`src/rtl/rv32i_inst_pkg.sv`:
```
// RV32I instruction constants and helpers shared by the fetch front end.
//
// Contents:
//   INST_NOP  - canonical NOP (addi x0, x0, 0) used for reset and pipeline bubbles
//   PC_STEP   - sequential PC increment
//   pc_sel_e  - next-PC source, ordered by priority
//   pc_select - priority decode of jump/hold into a pc_sel_e
//   word_align- force the two low address bits to zero
//   sat_inc   - saturating 32-bit increment for event counters
package rv32i_inst_pkg;

  localparam logic [31:0] INST_NOP = 32'h0000_0013;
  localparam logic [31:0] PC_STEP  = 32'd4;
  localparam logic [31:0] CNT_MAX  = 32'hFFFF_FFFF;

  typedef enum logic [1:0] {
    PcJump = 2'd0,
    PcHold = 2'd1,
    PcSeq  = 2'd2
  } pc_sel_e;

  // IF/ID pipeline register contents.
  typedef struct packed {
    logic [31:0] instr;
    logic [31:0] addr;
    logic        valid;
  } if_id_t;

  localparam if_id_t IF_ID_RESET = '{instr: INST_NOP, addr: 32'h0, valid: 1'b0};

  // A redirect always beats a stall so the stall cannot swallow it.
  function automatic pc_sel_e pc_select(input logic hold_en, input logic jump_en);
    if (jump_en) begin
      return PcJump;
    end else if (hold_en) begin
      return PcHold;
    end else begin
      return PcSeq;
    end
  endfunction

  function automatic logic [31:0] word_align(input logic [31:0] addr);
    return addr & 32'hFFFF_FFFC;
  endfunction

  function automatic logic [31:0] sat_inc(input logic [31:0] value);
    return (value == CNT_MAX) ? value : value + 32'd1;
  endfunction

endpackage

```
`src/rtl/pc_reg.sv`:
```
// Program counter register with jump > hold > sequential next-PC priority.
//
// Parameters:
//   RESET_PC  - PC after reset, must be word aligned
// Ports:
//   clk       - core clock
//   rst_n     - asynchronous active-low reset
//   hold_en   - keep the current PC
//   jump_en   - load the word-aligned jump_addr
//   jump_addr - redirect target, low two bits ignored
//   pc        - current PC
module pc_reg
  import rv32i_inst_pkg::*;
#(
  parameter logic [31:0] RESET_PC = 32'h0000_0000
) (
  input  logic        clk,
  input  logic        rst_n,
  input  logic        hold_en,
  input  logic        jump_en,
  input  logic [31:0] jump_addr,
  output logic [31:0] pc
);

  logic [31:0] pc_q;
  logic [31:0] pc_d;
  pc_sel_e     pc_sel;

  assign pc_sel = pc_select(hold_en, jump_en);

  always_comb begin
    pc_d = pc_q;
    unique case (pc_sel)
      PcJump:  pc_d = word_align(jump_addr);
      PcHold:  pc_d = pc_q;
      // Natural 32-bit overflow gives the FFFF_FFFC -> 0 wrap.
      PcSeq:   pc_d = pc_q + PC_STEP;
      default: pc_d = pc_q;
    endcase
  end

  always_ff @(posedge clk or negedge rst_n) begin
    if (!rst_n) begin
      pc_q <= RESET_PC;
    end else begin
      pc_q <= pc_d;
    end
  end

  assign pc = pc_q;

endmodule

```
`src/rtl/if_id_stage.sv`:
```
// Fetch front end and IF/ID pipeline register feeding the instruction decoder.
// The PC drives the instruction ROM directly; the returned word and its PC are
// captured into IF/ID each non-held cycle. A jump redirects the PC and flushes
// IF/ID to a NOP bubble, overriding any hold in the same cycle.
//
// Build option: define IF_PERF_CNT_EN to add the fetch/bubble event counters.
//
// Parameters:
//   RESET_PC          - PC after reset, must be word aligned
// Ports:
//   clk               - core clock
//   rst_n             - asynchronous active-low reset
//   hold_en           - stall: freeze PC and IF/ID
//   jump_en           - redirect from EX: load jump_addr, flush IF/ID
//   jump_addr         - redirect target, low two bits ignored
//   rom_addr          - current PC to the instruction ROM
//   rom_rdata         - instruction at rom_addr, same cycle
//   instr_if_id       - registered instruction
//   instr_addr_if_id  - registered PC of instr_if_id
//   valid_if_id       - instr_if_id is a real fetched instruction
//   fetch_cnt         - (IF_PERF_CNT_EN) saturating count of valid captures
//   bubble_cnt        - (IF_PERF_CNT_EN) saturating count of flushes
module if_id_stage
  import rv32i_inst_pkg::*;
#(
  parameter logic [31:0] RESET_PC = 32'h0000_0000
) (
  input  logic        clk,
  input  logic        rst_n,
  input  logic        hold_en,
  input  logic        jump_en,
  input  logic [31:0] jump_addr,
  output logic [31:0] rom_addr,
  input  logic [31:0] rom_rdata,
  output logic [31:0] instr_if_id,
  output logic [31:0] instr_addr_if_id,
`ifdef IF_PERF_CNT_EN
  output logic        valid_if_id,
  output logic [31:0] fetch_cnt,
  output logic [31:0] bubble_cnt
`else
  output logic        valid_if_id
`endif
);

  logic [31:0] pc;
  pc_sel_e     stage_sel;
  if_id_t      if_id_q;
  if_id_t      if_id_d;

  pc_reg #(
    .RESET_PC (RESET_PC)
  ) u_pc_reg (
    .clk       (clk),
    .rst_n     (rst_n),
    .hold_en   (hold_en),
    .jump_en   (jump_en),
    .jump_addr (jump_addr),
    .pc        (pc)
  );

  // Purely from the PC register so no input-to-ROM combinational path exists.
  assign rom_addr = pc;

  assign stage_sel = pc_select(hold_en, jump_en);

  always_comb begin
    if_id_d = if_id_q;
    unique case (stage_sel)
      PcJump:  if_id_d = IF_ID_RESET;
      PcHold:  if_id_d = if_id_q;
      PcSeq:   if_id_d = '{instr: rom_rdata, addr: pc, valid: 1'b1};
      default: if_id_d = if_id_q;
    endcase
  end

  always_ff @(posedge clk or negedge rst_n) begin
    if (!rst_n) begin
      if_id_q <= IF_ID_RESET;
    end else begin
      if_id_q <= if_id_d;
    end
  end

  assign instr_if_id      = if_id_q.instr;
  assign instr_addr_if_id = if_id_q.addr;
  assign valid_if_id      = if_id_q.valid;

`ifdef IF_PERF_CNT_EN
  logic [31:0] fetch_cnt_q;
  logic [31:0] fetch_cnt_d;
  logic [31:0] bubble_cnt_q;
  logic [31:0] bubble_cnt_d;

  // Counters follow the same decode as IF/ID: they freeze while held.
  always_comb begin
    fetch_cnt_d  = fetch_cnt_q;
    bubble_cnt_d = bubble_cnt_q;
    unique case (stage_sel)
      PcJump:  bubble_cnt_d = sat_inc(bubble_cnt_q);
      PcHold:  ;
      PcSeq:   fetch_cnt_d = sat_inc(fetch_cnt_q);
      default: ;
    endcase
  end

  always_ff @(posedge clk or negedge rst_n) begin
    if (!rst_n) begin
      fetch_cnt_q  <= 32'h0;
      bubble_cnt_q <= 32'h0;
    end else begin
      fetch_cnt_q  <= fetch_cnt_d;
      bubble_cnt_q <= bubble_cnt_d;
    end
  end

  assign fetch_cnt  = fetch_cnt_q;
  assign bubble_cnt = bubble_cnt_q;
`endif

endmodule

```
`config.mk`:
```
export PLATFORM = sky130hd
export DESIGN_NAME = if_id_stage
export DESIGN_NICKNAME = d
export VERILOG_FILES = /design/src/rtl/rv32i_inst_pkg.sv /design/src/rtl/pc_reg.sv /design/src/rtl/if_id_stage.sv
export SDC_FILE = /design/constraint.sdc
export NUM_CORES = 1
export LEC_CHECK = 0
export CORE_AREA = 2 2 122 124
export DETAILED_ROUTE_END_ITERATION = 6
export DIE_AREA = 0 0 124 126
export PLACE_DENSITY_LB_ADDON = 0.15
export SKIP_LAST_GASP = 1
export SYNTH_ARGS = -nofsm -noshare
export SYNTH_HDL_FRONTEND = slang
export SYNTH_SLANG_ARGS = --single-unit
export TNS_END_PERCENT = 10
```
`constraint.sdc`:
```
create_clock -name clk -period 1.8 [get_ports clk]
set_input_delay 0.36 -clock clk [delete_from_list [all_inputs] [get_ports clk]]
set_output_delay 0.36 -clock clk [all_outputs]
set_load 0.005 [all_outputs]
```
==> results_dict.tcl <==
set metrics [dict create \
    fin_util 0.464 \
    swShare 0.264 \
    p_sw_mw 1.40 \
    grt_max_degree 60 \
    cts_tree "built" \
    avgSynthCellArea_um2 10.5 \
    rr_worst_depth 7 \
    antenna-diode-count 0 \
    yosysSeqAreaShare 0.549 \
    status "complete, but fails checks" \
    grt_first_pass_wirelength_um 19300 \
    power.internal_mw 3.90 \
    cp.required_ns 2.01 \
    postRouteAntennaNets 0 \
    clock_sinks 93 \
    syn_inst 406 \
    grt_overflow 0 \
    yosys_warnings 0 \
    cts_buffer_depth 2 \
    syn_to_final_growth_pct 56.5 \
    setup_viol_count_final 16 \
    min_period_over_period 1.07 \
    leakage_nw 2.92 \
    ys_seq_elements 93 \
    p_seq_frac 0.445 \
    comb_power_share 0.207 \
    drc 0 \
    drt_iter0_drc 194 \
    max_freq_mhz 520 \
    setup_slack_ns -0.123 \
    io_pins 165 \
    r2r-start "u_pc_reg.pc[2]$_DFFE_PN0P_" \
    finalHoldViolCount 0 \
    synth_top_area_frac 0.530 \
    dr.pass1.iters 4 \
    ir_drop_uv 328 \
    slew_headroom 0.531 \
    num_rows 44 \
    grt_pass1_vias 3740 \
    regArea_um2 2330 \
    hold_class "in2async" \
    start_util 0.297 \
    synth.distinct_cells 34 \
    finalMaxSlewViolations 0 \
    cts_made_buffers 9 \
    placeableCoreArea_um2 14300 \
    synth-edff-count 0 \
    cp.arrival_ns 2.13 \
    whs_ns 0.350 \
    fin_crit_ns 1.92 \
    die_x_um 124 \
    via_count 3736 \
    worst_slew_pin_slew_ns 0.704 \
    antenna_found_initial 0 \
    finalNetCount 664 \
    cp_max_fo 6 \
    placed_area_um2 6240 \
    timing.rr.end "u_pc_reg.pc[30]$_DFFE_PN0P_" \
    largest_reg_flops 32 \
    track_usage 0.159 \
    gp_congestion 0.726 \
    startpoint_type "register" \
    die_h_um 126 \
    insertion_delay_ns 0.35 \
    wl_per_cell_um 15.9 \
    final_layout_size_suffix_gt1_frac 0.130 \
    rsz0062_at_grt "true" \
    cts_root_buf "clkbuf_16" \
    multi_input_area_um2 1830 \
    synth_area_leaders "dfrtp_1 (53%), mux2i_1 (15%), nor2_1 (6.7%), a31oi_1 (2.4%), o21ai_0 (2.4%)" \
    drt-total-wl_um 12500 \
    final_area_um2 6650 \
    ys_top_cells_by_count "dfrtp_1 (90), nor2_1 (76), mux2i_1 (62)" \
    power_density_nw_per_um2 798 \
    path_clk_slew_ns 0.07 \
    worst-setup-path-type "reg2reg" \
    yosysTopAreaCell "dfrtp_1" \
    p_clk_frac 0.349 \
    end_kind "register" \
    vias_per_cell 4.77 \
    rrSetupSlack_ns -0.12 \
    dpl.hpwl_um 8500 \
    yosysMostFrequentCell "dfrtp_1" \
    async_flop_share 1.00 \
    dieArea_um2 15600 \
    htreeDepth 3 \
    maxCapViolCount 0 \
    fillers 1418 \
    violations "setup timing" \
    ys.flop_type "dfrtp_1" \
    fin_tns_setup_ns -1.19 \
    skew_ns 0.00565 \
    port_buffers 158 \
    syn-cell-area_um2 4250 \
]
-- kinds of logic after synthesis --
kind of cell,synth area share
buffers and inverters,0.0354
adder cells (fa/ha/maj),0.00295
AO/OA/AOI/OAI,0.0678
multiplexers,0.146
other,0.000883
XOR/XNOR,0.0268
flip-flops,0.549
AND/OR/NAND/NOR,0.171
-- power by group through the flow --
stage	Sequential, mW	Clock [mW]	Combinational [mW]
global route	2.38	2.01	1.20
CTS	2.36	1.90	1.09
detailed placement	2.39	0	1.08
global placement	2.39	0	1.07
floorplan	2.43	0	0.338
finish	2.36	1.85	1.10
-- what timing repair did --
action / in CTS / in global routing
setup buffers: 1 / 8
hold buffers: 1 / 0
gates cloned: 0 / 1
hold endpoints to repair: 3 / 0
resized for setup: 2 / 10
setup endpoints to repair: 14 / 20
pin swaps: 2 / 5
-- final cells by class --
cell class / count / share of cell area
Clock buffer: 11 / 0.0380
Clock inverter: 5 / 0.00527
Inverter: 5 / 0.00282
Multi-Input combinational cell: 282 / 0.275
Sequential cell: 93 / 0.351
Tap cell: 184 / 0.0346
Timing Repair Buffer: 204 / 0.293
-- worst max-delay path by stage --
stage	start	endpoint	slack, ns	depth (start not counted)
floorplan	hold_en	u_pc_reg.pc[21]$_DFFE_PN0P_	-0.11	7
global placement	hold_en	u_pc_reg.pc[27]$_DFFE_PN0P_	-0.16	6
detailed placement	hold_en	u_pc_reg.pc[25]$_DFFE_PN0P_	-0.20	6
CTS	u_pc_reg.pc[10]$_DFFE_PN0P_	u_pc_reg.pc[29]$_DFFE_PN0P_	-0.13	5
global route	u_pc_reg.pc[3]$_DFFE_PN0P_	u_pc_reg.pc[20]$_DFFE_PN0P_	-0.19	6
finish	u_pc_reg.pc[2]$_DFFE_PN0P_	u_pc_reg.pc[30]$_DFFE_PN0P_	-0.12	7
-- cells in the final DEF (no fill, tap or decap), types with 4 or more instances in the layout --
master           count
buf_4               43
nand2_1             24
nor2_1              76
or3_1                6
nand3_1              9
o31ai_1              8
clkdlybuf4s50_1    155
or4_4                4
nand4_1              8
dfrtp_1             89
mux2i_1             62
o21ai_0             20
clkbuf_16            9
xnor2_1              7
a31oi_1             16
inv_1                4
xor2_1               6
or4_1                8
conb_1               4
-- metal layers --
layer | track usage | routed length (µm) | share of wire | vias up
li1 | - | - | - | 1797
met1 | 0.213 | 5740 | 0.46 | 1799
met2 | 0.240 | 5620 | 0.45 | 123
met3 | 0.0534 | 921 | 0.074 | 17
met4 | 0.0582 | 202 | 0.016 | 0
met5 | 0 | 0 | 0 | -
-- worst max-delay path: stages (launching register included) --
cell and delay [ns]:
dfrtp_2 0.40, ha_4 0.15, nand2_2 0.05, or4_4 0.59, buf_6 0.16, buf_4 0.13, o31ai_1 0.19, a31oi_1 0.12
-- stage by stage --
stage,total power [mW],setup WS [ns],std cells
after floorplan,2.77,-0.111,409
after global placement,3.46,-0.156,758
after detailed placement,3.47,-0.201,758
after CTS,5.35,-0.127,776
after global routing,5.60,-0.191,784
final,5.30,-0.123,784
(Power assumes the default switching activity.)
